**src/rtl/quad_updown_decoder.sv**
```systemverilog
// Quadrature decoder: synchronises encoder channels A/B, decodes Gray-code
// transitions into step/dir pulses and keeps a wrapping position count.
module quad_updown_decoder #(
  parameter int WIDTH       = 3,
  parameter int SYNC_STAGES = 2
) (
  input  logic             clk,
  input  logic             reset,
  input  logic             ch_a,
  input  logic             ch_b,
  input  logic             clr,
  input  logic             err_clr,
  output logic [WIDTH-1:0] count,
  output logic             dir,
  output logic             step,
  output logic             wrap,
  output logic             err
);

  typedef enum logic {INIT, RUN} state_t;

  localparam int               CW        = $clog2(SYNC_STAGES + 2);
  localparam logic [CW-1:0]    INIT_LAST = CW'(SYNC_STAGES);
  localparam logic [WIDTH-1:0] ONE       = WIDTH'(1);
  localparam logic [WIDTH-1:0] CNT_MAX   = '1;

  state_t                 state;
  logic [CW-1:0]          init_cnt;
  logic [SYNC_STAGES-1:0] sync_a;
  logic [SYNC_STAGES-1:0] sync_b;
  logic [1:0]             cur;
  logic [1:0]             prev;
  logic                   is_up;
  logic                   is_down;
  logic                   is_illegal;

  // Shift registers: bit 0 is the first stage, the MSB is the synchronised output.
  always_ff @(posedge clk or negedge reset) begin
    if (!reset) begin
      sync_a <= '0;
      sync_b <= '0;
    end else begin
      sync_a <= {sync_a[SYNC_STAGES-2:0], ch_a};
      sync_b <= {sync_b[SYNC_STAGES-2:0], ch_b};
    end
  end

  assign cur = {sync_a[SYNC_STAGES-1], sync_b[SYNC_STAGES-1]};

  // Up order is 00 -> 10 -> 11 -> 01 -> 00 ({A,B}); down is the reverse.
  always_comb begin
    is_up   = 1'b0;
    is_down = 1'b0;
    case ({prev, cur})
      4'b00_10, 4'b10_11, 4'b11_01, 4'b01_00: is_up   = 1'b1;
      4'b00_01, 4'b01_11, 4'b11_10, 4'b10_00: is_down = 1'b1;
      default: ;
    endcase
    is_illegal = ((prev ^ cur) == 2'b11);
  end

  always_ff @(posedge clk or negedge reset) begin
    if (!reset) begin
      state    <= INIT;
      init_cnt <= '0;
      prev     <= 2'b00;
      count    <= '0;
      dir      <= 1'b1;
      step     <= 1'b0;
      wrap     <= 1'b0;
      err      <= 1'b0;
    end else begin
      prev <= cur;
      step <= 1'b0;
      wrap <= 1'b0;
      case (state)
        INIT: begin
          // Wait until the synchronisers hold real input before decoding.
          if (init_cnt == INIT_LAST) begin
            state <= RUN;
          end else begin
            init_cnt <= init_cnt + 1'b1;
          end
          if (clr) begin
            count <= '0;
          end
          if (err_clr) begin
            err <= 1'b0;
          end
        end
        RUN: begin
          if (is_up) begin
            count <= count + ONE;
            dir   <= 1'b1;
            step  <= 1'b1;
            wrap  <= (count == CNT_MAX);
          end else if (is_down) begin
            count <= count - ONE;
            dir   <= 1'b0;
            step  <= 1'b1;
            wrap  <= (count == '0);
          end
          if (is_illegal) begin
            err <= 1'b1;
          end else if (err_clr) begin
            err <= 1'b0;
          end
          // clr overrides this cycle's count update; step/dir still report it.
          if (clr) begin
            count <= '0;
            wrap  <= 1'b0;
          end
        end
        default: state <= INIT;
      endcase
    end
  end

endmodule
```
**config.mk**
```make
export PLATFORM = sky130hd
export DESIGN_NAME = quad_updown_decoder
export DESIGN_NICKNAME = d
export VERILOG_FILES = /design/src/rtl/quad_updown_decoder.sv
export SDC_FILE = /design/constraint.sdc
export NUM_CORES = 1
export LEC_CHECK = 0
export CAP_MARGIN = 20
export CORE_UTILIZATION = 23
export DETAILED_ROUTE_END_ITERATION = 8
export PLACE_DENSITY = 0.38
export REMOVE_ABC_BUFFERS = 1
export SLEW_MARGIN = 20
export SYNTH_ARGS = -nofsm -noshare
export SYNTH_HDL_FRONTEND = slang
export SYNTH_SLANG_ARGS = --single-unit
```
**constraint.sdc**
```tcl
create_clock -name clk -period 2.9 [get_ports clk]
set_input_delay 0.58 -clock clk [delete_from_list [all_inputs] [get_ports clk]]
set_output_delay 0.58 -clock clk [all_outputs]
set_load 0.005 [all_outputs]
```
# Word level (Yosys, flattened, before mapping)
# Index checks and enable logic that the tools add are counted.
dict set report op_classes {
  muxes 21
  eq_ne 13
  n_reduce_logical 7
  bitwise_logic 3
  n_addsub 3
}
# operator n
set ops {}
lappend ops {{== test 4 bit, second input constant} 4}
lappend ops {{two-way mux 1 bit} 15}
lappend ops {{two-way mux 3 bit} 4}
lappend ops {{== test 4 x 3 -> 1 bit, second input constant} 2}
lappend ops {{OR reduction 4 bit} 2}
lappend ops {{case mux 3 bit (2 select lines)} 1}
lappend ops {{AND reduction 2 bit} 3}
lappend ops {{== test 2 bit, second input constant} 2}
lappend ops {{== test 4 x 1 -> 1 bit, second input constant} 1}
lappend ops {{== test 4 x 2 -> 1 bit, second input constant} 1}
lappend ops {{!= test 4 x 2 -> 1 bit, second input constant} 1}
lappend ops {{adder 3 x 1 -> 3 bit, second input constant} 1}
lappend ops {{== test 3 bit, second input constant} 1}
lappend ops {{logical NOT 3 bit} 1}
lappend ops {{subtractor 3 x 1 -> 3 bit, second input constant} 1}
lappend ops {{adder 2 x 1 -> 2 bit, second input constant} 1}
lappend ops {{!= test 2 bit, second input constant} 1}
lappend ops {{inverter 1 bit} 2}
lappend ops {{case mux 1 bit (2 select lines)} 1}
lappend ops {{nonzero test 2 bit} 1}
lappend ops {{XOR 2 bit} 1}
dict set report word_totals {
  register_bits 16
  input_bits 6
}

# Depth between registers and ports, before layout
# Gate-level depths: netlist of the first run.
dict set report logic_depth {
  word_depth 7
  ltp_mapped 6
  depth_no_buf 6
}

# Least setup slack after synthesis of the first run
# Ideal clock, no wire load.
dict set report synth_timing {
  path_type {reg2reg}
  from {register sync_b[1]}
  to {register count[2]}
  t_required_ps 2772
  synth_period_minus_slack_ps 1865
  arrival_time_ps 1737
  path_slack_ps 1035
  setup_time_ps 128
  stages_incl_launch_ff 7
  cell_sequence {dfrtp_1 > xnor2_1 > nand2b_2 > fa_1 > nand2b_1 > o22ai_2 > mux2_1}
}
dict set report synth_via {
  elab_chain_cells 6
}
# element line_no
set synth_rtl {}
lappend synth_rtl {{start: declaration} 30} ;# logic [SYNC_STAGES-1:0] sync_b;
lappend synth_rtl {{start signal: assignment} 44} ;# sync_b <= {sync_b[SYNC_STAGES-2:0], ch_b};
lappend synth_rtl {{== test 4 x 2 -> 1 bit (tied with other cells)} 54} ;# case ({prev, cur})
lappend synth_rtl {{OR reduction 4 bit} 54}
lappend synth_rtl {{two-way mux 1 bit} 54}
lappend synth_rtl {{two-way mux 3 bit} 92} ;# if (is_up) begin
lappend synth_rtl {{two-way mux 3 bit} 109} ;# if (clr) begin
lappend synth_rtl {{case mux 3 bit (2 select lines)} 76} ;# case (state)
lappend synth_rtl {{end signal: assignment} 93} ;# count <= count + ONE;
lappend synth_rtl {{end signal: assignment} 98} ;# count <= count - ONE;
lappend synth_rtl {{end: declaration} 13} ;# output logic [WIDTH-1:0] count,
# Several ways; a longest one is shown, not always the timed one.
# A chain may end at the register's enable or synchronous reset.

# Worst setup path in the final report of the first run
# Ends and elaborated chain as after synthesis.

==> metrics.md, run 1 <==
| Metric | Value |
|---|---|
| CTS clk-pin slew, worst paths | 0.09 ns |
| Share of the yosys chip area belonging to registers | 56.5% |
| Largest area contributor in the synthesized netlist | sky130_fd_sc_hd__dfrtp_1 |
| Kind of start point of the critical path | register |
| Commonest non-fill, non-tap cell in the layout | sky130_fd_sc_hd__dfrtp_1 |
| Buffer levels on the longest clock path | 2 |
| Starting density of the core | 24.9% |
| Worst Setup Slack, final | 0.950 ns |
| Final Non-Filler Cells | 103 |
| Synthesized flop and latch total | 16 |
| Ports | 13 |
| Number of fill cells | 301 |
| Relative slew slack | 51.4% |
| Largest net degree at the start of global routing | 17 |
| Hold bufs inserted after CTS | 0 |
| Initial antenna violation count | 0 |
| Largest stage delay, worst path | 0.46 ns |
| Clock tree from TritonCTS | yes |
| Clock Sink Count | 16 |
| Cells along the critical path | xnor2_1 -> nand2b_2 -> fa_1 -> nand2b_1 -> o22ai_2 -> mux2_1 |
| Worst endpoint data arrival time | 2.13 ns |
| Post-layout minimum cycle time | 1.95 ns |
| Site Rows | 19 |
| Antenna Violating Nets Remaining | 0 |
| Critical path type | reg2reg |
| Final hold violation count | 0 |
| Post-synthesis area per instance | 12.3 sq um |
| Count of endpoints failing setup in the final report | 0 |
| Routed Wire Length | 1.15 mm |
| Number of buffers added for setup after CTS | 0 |
| Total of cells resized after clock tree synthesis | 0 |
| Number of design-rule violations left by the first detailed-router iteration | 15 |
| Leakage power total | 0.378 nW |
| Placeable core region | 0.00285 sq mm |
| DR vias | 428 |
| Crit. End Element | register |
| Die width | 57.6 um |
| DP HPWL | 814 um |
| Count of mapped cells out of synthesis | 58 |
| RSZ-0062 raised after global routing | false |
| Fin. max-slew vios | 0 |
| Global-route track usage on met3 | 4.08% |
| Global-route layer with the greatest usage | met2 |
| Total number of yosys warnings | 0 |
| Root cell of the clock tree | sky130_fd_sc_hd__clkbuf_4 |
| Required @ worst endpoint | 3.08 ns |
| Synth cell types | 29 |
| Clock Skews | 0.00587 ns |
| Remaining Overflow, GRT | 0 |
| Maximum net fanout on the critical path | 4 |
| Fraction of final layout cells sized beyond drive strength 1 | 16.7% |
| RePlAce Congestion | 0.603 |
| Run status | finished with violations |
| Hold WC Path Type | reg2reg |
| CTS Buf Count | 3 |
| Synth Cell Area | 711 sq um |
| Crit share post-route | 67.2% |
| Worst-skew pair later-pin latency | 0.29 ns |
| Count of nets after finishing | 81 |
| Number of flops mapped to enable cells by yosys | 0 |
| Worst setup slack after placement | 0.936 ns |
| Total Routing Usage GR | 8.25% |
| Number of antenna diodes | 0 |
| Die height | 57.6 um |
| Asr flop ratio synth | 100% |
| Worst Tran Pin Value | 0.727 ns |
| Number of global-route vias before repair | 421 |
| Vias per std cell | 4.16 |
| Power density over cell area | 621 mW/mm^2 |
| Global Route met2 Usage | 11.0% |
| DRC | 3 |
| Master of the slowest instance on the critical path | sky130_fd_sc_hd__dfrtp_1 |
| Post-placement cell count | 99 |
| Wire length of the first global-routing pass | 1.97 mm |
| Total of buffers placed on input and output ports | 12 |
| Total chip power | 0.000556 W |
| Max-capacitance violation count | 0 |
| Detailed Routing Iterations Pass 1 | 6 |
| Top library cells by usage in the layout, fill and taps aside | 15 x sky130_fd_sc_hd__dfrtp_1, 12 x sky130_fd_sc_hd__clkdlybuf4s50_1, 5 x sky130_fd_sc_hd__xnor2_1, 5 x sky130_fd_sc_hd__nand2_1, 3 x sky130_fd_sc_hd__clkbuf_4 |
| Kind of cell adding the most delay to the critical path | flip-flops |
| Most frequently used flop master after synthesis | sky130_fd_sc_hd__dfrtp_1 |
| H-tree depth | 1 |
| Synth-to-Final Area Change | 25.9% |
| Met1 GRT Util | 10.9% |
| Maximum achievable frequency | 513 MHz |
| Top cell type's share of synthesized area | 52.8% |
| Smallest hold slack | 0.358 ns |
| Drt wl/cell | 11.2 um |
| Max rail drop VDD | 230 uV |
| Total die area | 0.00332 sq mm |
| Sum Neg Setup Slack | 0 ns |
| Sum of buffers and inverters on the critical path | 0 |
| Violations in the final reports | design-rule violations |
| Synth area leaders | sky130_fd_sc_hd__dfrtp_1 53%, sky130_fd_sc_hd__xnor2_1 6.2%, sky130_fd_sc_hd__dfstp_2 3.7% |
## final cells by class
class                           instances  area, sq um  area share [%]
Timing Repair Buffer                   12          120            13.4
Clock buffer                            4         36.3            4.06
Multi-Input combinational cell         38          290            32.4
Tap cell                               31         38.8            4.34
Sequential cell                        16          402            44.9
Inverter                                2         7.51           0.839
## report_power, final
group	total (W)	switching [W]	leakage, nW	internal, W
logic	0.000133	0.0000500	0.168	0.0000829
clock network	0.000150	0.0000737	0.0210	0.0000764
registers	0.000273	0.0000239	0.189	0.000249
total	0.000556	0.000148	0.378	0.000408
## logic make-up (layout without fill, tap and decap cells)
family / count (synthesis) / after routing / synth area share (%)
AND/OR/NAND/NOR: 20 / 20 / 16.6
flip-flops: 16 / 16 / 56.5
AO/OA/AOI/OAI: 8 / 8 / 8.45
XOR/XNOR: 7 / 7 / 9.68
buffers and inverters: 4 / 18 / 2.64
adder cells (fa/ha/maj): 2 / 2 / 4.58
multiplexers: 1 / 1 / 1.58
## path summary, 6_finish.rpt
check / cells past startpoint / endpoint / from / slack [ns]
worst max-delay path: 6 / count[2] / sync_b[1] / 0.95
max in group asynchronous: 1 / init_cnt[1] / reset / 1.73
worst min-delay path: 0 / sync_a[1] / sync_a[0] / 0.36
worst min register to register: 0 / sync_a[1] / sync_a[0] / 0.36
min in group asynchronous: 1 / step / reset / 0.71
worst max register to register: 6 / count[2] / sync_b[1] / 0.95
## stage by stage
stage | instance area, sq um | utilization, %
2_1_floorplan | 699 | -
3_3_place_gp | 858 | 30.1
3_5_place_dp | 858 | 30.1
4_1_cts | 895 | 31.4
5_1_grt | 895 | 31.4
6_report | 895 | 31.4
## sequential cells by signal, indices dropped and copies added, names as in the netlist
signal    cells
count         3
init_cnt      2
prev          2
sync_a        2
sync_b        2
dir           1
err           1
state         1
step          1
wrap          1
## layer usage
layer | part of all wire, % | up-vias
met5 | 0 | -
met4 | 1.6 | 0
met3 | 6.6 | 2
met2 | 44 | 13
met1 | 48 | 194
li1 | - | 219
## worst reg2reg max path, stage by stage (launching register included)
cell and delay [ns]:
sky130_fd_sc_hd__dfrtp_1 0.46, sky130_fd_sc_hd__xnor2_1 0.26, sky130_fd_sc_hd__nand2b_2 0.12, sky130_fd_sc_hd__fa_1 0.38
sky130_fd_sc_hd__nand2b_1 0.16, sky130_fd_sc_hd__o22ai_2 0.15, sky130_fd_sc_hd__mux2_1 0.32
## Yosys cell counts, drive strengths merged (2+ instances only)
master / n
dfrtp: 15
inv: 2
nand2: 5
nand2b: 2
nand3: 2
nor2: 2
nor2b: 2
o21ai: 4
o22ai: 2
or2b: 2
xnor2: 5
xor2: 2
(Power assumes the default switching activity.)
==> run 2: changes to the inputs <==
--- a/config.mk
+++ b/config.mk
@@ -8,7 +8,7 @@
 export CAP_MARGIN = 20
 export CORE_UTILIZATION = 23
 export DETAILED_ROUTE_END_ITERATION = 8
-export PLACE_DENSITY = 0.38
+export PLACE_DENSITY = 0.39
 export REMOVE_ABC_BUFFERS = 1
 export SLEW_MARGIN = 20
 export SYNTH_ARGS = -nofsm -noshare
==> constraint.sdc (replaced) <==
create_clock -name clk -period 1.7 [get_ports clk]
set_input_delay 0.34 -clock clk [delete_from_list [all_inputs] [get_ports clk]]
set_output_delay 0.34 -clock clk [all_outputs]
set_load 0.005 [all_outputs]
==> run 2 against run 1 <==
Against the previous run: the run ends with design-rule violations, negative setup slack left; flip-flop and latch count did not move; setup slack got worse by 1.1 ns; cell count rose by 11%; hold slack got worse by 0.0036 ns; non-clock buffer count rose by 11; sequential power rose by 65%; clock power rose by 69%; critical endpoint unchanged.
==> metrics.md, run 2 (synthesis results as in run 1) <==
| Metric | Value |
|---|---|
| Number of design-rule violations left by the first detailed-router iteration | 5 (-10) |
| Cells along the critical path | xnor2_2 -> nand2b_4 -> fa_2 -> nand2b_4 -> o22ai_2 -> mux2_4 |
| Area of combinational cells with multiple inputs | 317 sq um (+9.1%) |
| Initial antenna violation count | 0 (unchanged) |
| Post-layout minimum cycle time | 1.82 ns (-0.134 ns) |
| Cell area after placement | 926 sq um (+7.9%) |
| Routed metal-1 wirelength | 540 um (-1.6%) |
| Number of global-route vias before repair | 464 (+10%) |
| Number of fill cells | 296 (-1.7%) |
| Worst-skew pair later-pin latency | 0.28 ns (about the same) |
| Die height | 57.6 um (unchanged) |
| Register-to-register setup slack | -0.12 ns (-1.07 ns) |
| Vias per std cell | 4.20 (+1.1%) |
| Root cell of the clock tree | sky130_fd_sc_hd__clkbuf_4 |
| Highest metal used | met4 |
| H-tree depth | 1 (unchanged) |
| Site Rows | 19 (unchanged) |
| Antenna Violating Nets Remaining | 0 (unchanged) |
| Crit. End Element | register |
| Crit share post-route | 107% (+40 points) |
| Total of buffers placed on input and output ports | 12 (unchanged) |
| Count of nets after finishing | 92 (+14%) |
| Largest register by flop count | count |
| Commonest non-fill, non-tap cell in the layout | sky130_fd_sc_hd__dfrtp_1 |
| Sum Neg Setup Slack | -0.116 ns (-0.116 ns) |
| Number of antenna diodes | 0 (unchanged) |
| Total die area | 0.00332 sq mm (unchanged) |
| Largest stage delay, worst path | 0.42 ns (-0.04 ns) |
| Count of endpoints failing setup in the final report | 1 (+1) |
| Ports | 13 (unchanged) |
| Fraction of final layout cells sized beyond drive strength 1 | 32.5% (+16 points) |
| Kind of start point of the critical path | register |
| Remaining Overflow, GRT | 0 (unchanged) |
| Run status | finished with violations |
| DP HPWL | 889 um (+9.3%) |
| Routed Wire Length | 1.21 mm (+4.9%) |
| Hold WC Path Type | reg2reg |
| Power density over cell area | 1010 mW/mm^2 (+62%) |
| Top library cells by usage in the layout, fill and taps aside | 15 x sky130_fd_sc_hd__dfrtp_1, 11 x sky130_fd_sc_hd__buf_4, 10 x sky130_fd_sc_hd__clkdlybuf4s50_1 |
| Starting density of the core | 24.9% (unchanged) |
| Buffer levels on the longest clock path | 2 (unchanged) |
| Maximum achievable frequency | 551 MHz (+7.4%) |
| Placeable core region | 0.00285 sq mm (unchanged) |
| Required @ worst endpoint | 1.88 ns (-1.20 ns) |
| RSZ-0062 raised after global routing | true |
| Critical path type | reg2reg |
| Relative slew slack | 75.7% (+24 points) |
| Most frequent cell on the critical path | sky130_fd_sc_hd__nand2b_4 |
| DRC | 2 (-1) |
| Synth-to-Final Area Change | 41.9% |
| Met3 routed WL | 66 um (-13%) |
| Max-capacitance violation count | 0 (unchanged) |
| RePlAce Congestion | 0.697 (+16%) |
| Largest net degree at the start of global routing | 17 (unchanged) |
| Leakage power total | 0.471 nW (+25%) |
| Total Routing Usage GR | 8.54% (+0.29 points) |
| Wire length of the first global-routing pass | 2.04 mm (+3.9%) |
| Clock Sink Count | 16 (unchanged) |
| DR vias | 479 (+12%) |
| Area used by sequential logic in the layout | 402 sq um (unchanged) |
| Clock tree from TritonCTS | yes |
| CTS Buf Count | 3 (unchanged) |
| Drt wl/cell | 10.6 um (-5.3%) |
| Die width | 57.6 um (unchanged) |
| CTS clk-pin slew, worst paths | 0.10 ns (about the same) |
| Worst Tran Pin Value | 0.365 ns (-0.362 ns) |
| Worst Setup Slack, final | -0.116 ns (-1.07 ns) |
| Max rail drop VDD | 459 uV (+100%) |
| Clock Skews | 0.00692 ns (+0.00105 ns) |
| Detailed Routing Iterations Pass 1 | 6 (unchanged) |
| Met2 routed WL | 586 um (+15%) |
| Final hold violation count | 0 (unchanged) |
| Finished Cell Area | 0.00101 sq mm (+13%) |
| Fin. max-slew vios | 0 (unchanged) |
| Master of the slowest instance on the critical path | sky130_fd_sc_hd__dfrtp_1 |
| Maximum net fanout on the critical path | 2 (-2) |
| Worst endpoint data arrival time | 2.00 ns (-0.13 ns) |
| Number of flip-flops in the largest register | 3 (unchanged) |
| Hold bufs inserted after CTS | 0 (unchanged) |
| Violations in the final reports | design-rule violations, negative setup slack |
==> run 2: changes by cell type in the layout (fill, tap and decap cells not counted), sizes merged <==
cell,previous run,this run
dlymetal6s2s,0,2
clkdlybuf4s50,12,10
buf,0,11
==> run 2: path summary, 6_finish.rpt <==
path | start | end | depth (start not counted)
hold reg to reg | sync_a[0] | sync_a[1] | 0
min in group asynchronous | reset | err | 2
max in group asynchronous | reset | dir | 2
hold / removal | sync_a[0] | sync_a[1] | 0
setup / recovery | sync_b[1] | count[2] | 6
setup reg to reg | sync_b[1] | count[2] | 6
==> run 2: worst max-delay path: cells and delay by family (launching register included) <==
kind	cells	cell delay [ns]
fa+ha+maj	1	0.34
xor+xnor	1	0.25
simple gates	2	0.22
compound gates	1	0.18
mux	1	0.31
flops	1	0.42
==> run 2: stage by stage <==
step / total power [W] / utilization, % / setup WS [ns] / instances / hold slack, ns
finish: 0.00102 / 35.4 / -0.116 / 114 / 0.355
CTS: 0.00101 / 34.2 / -0.104 / 112 / 0.358
detailed placement: 0.000737 / 32.5 / -0.206 / 108 / 0.335
global placement: 0.000740 / 32.5 / -0.207 / 108 / 0.335
floorplan: 0.000592 / - / -0.168 / 56 / 0.0444
global route: 0.00109 / 35.4 / -0.184 / 114 / 0.362
==> run 2: report_power, final <==
| part | switching, W | internal, W |
|---|---|---|
| combinational | 0.000116 | 0.000197 |
| sequential | 0.0000253 | 0.000424 |
| clock | 0.000123 | 0.000130 |
| total | 0.000264 | 0.000751 |
==> run 2: area by class of cell <==
class                           count  share of cell area (%)
Clock buffer                        4                    3.60
Inverter                            2                   0.744
Multi-Input combinational cell     38                    31.4
Sequential cell                    16                    39.8
Tap cell                           31                    3.85
Timing Repair Buffer               23                    20.6
==> run 2: per-layer routing <==
metal | GRT usage, % | vias up
met5 | 0 | -
met4 | 2.09 | 0
met3 | 4.99 | 2
met2 | 13.3 | 11
met1 | 10.1 | 226
li1 | - | 240
==> run 2: what timing repair did <==
item,CTS,global route
buffers inserted,0,2
pin swaps,0,1
cloned,0,0
gates resized for setup,3,4
setup endpoints to repair,1,4
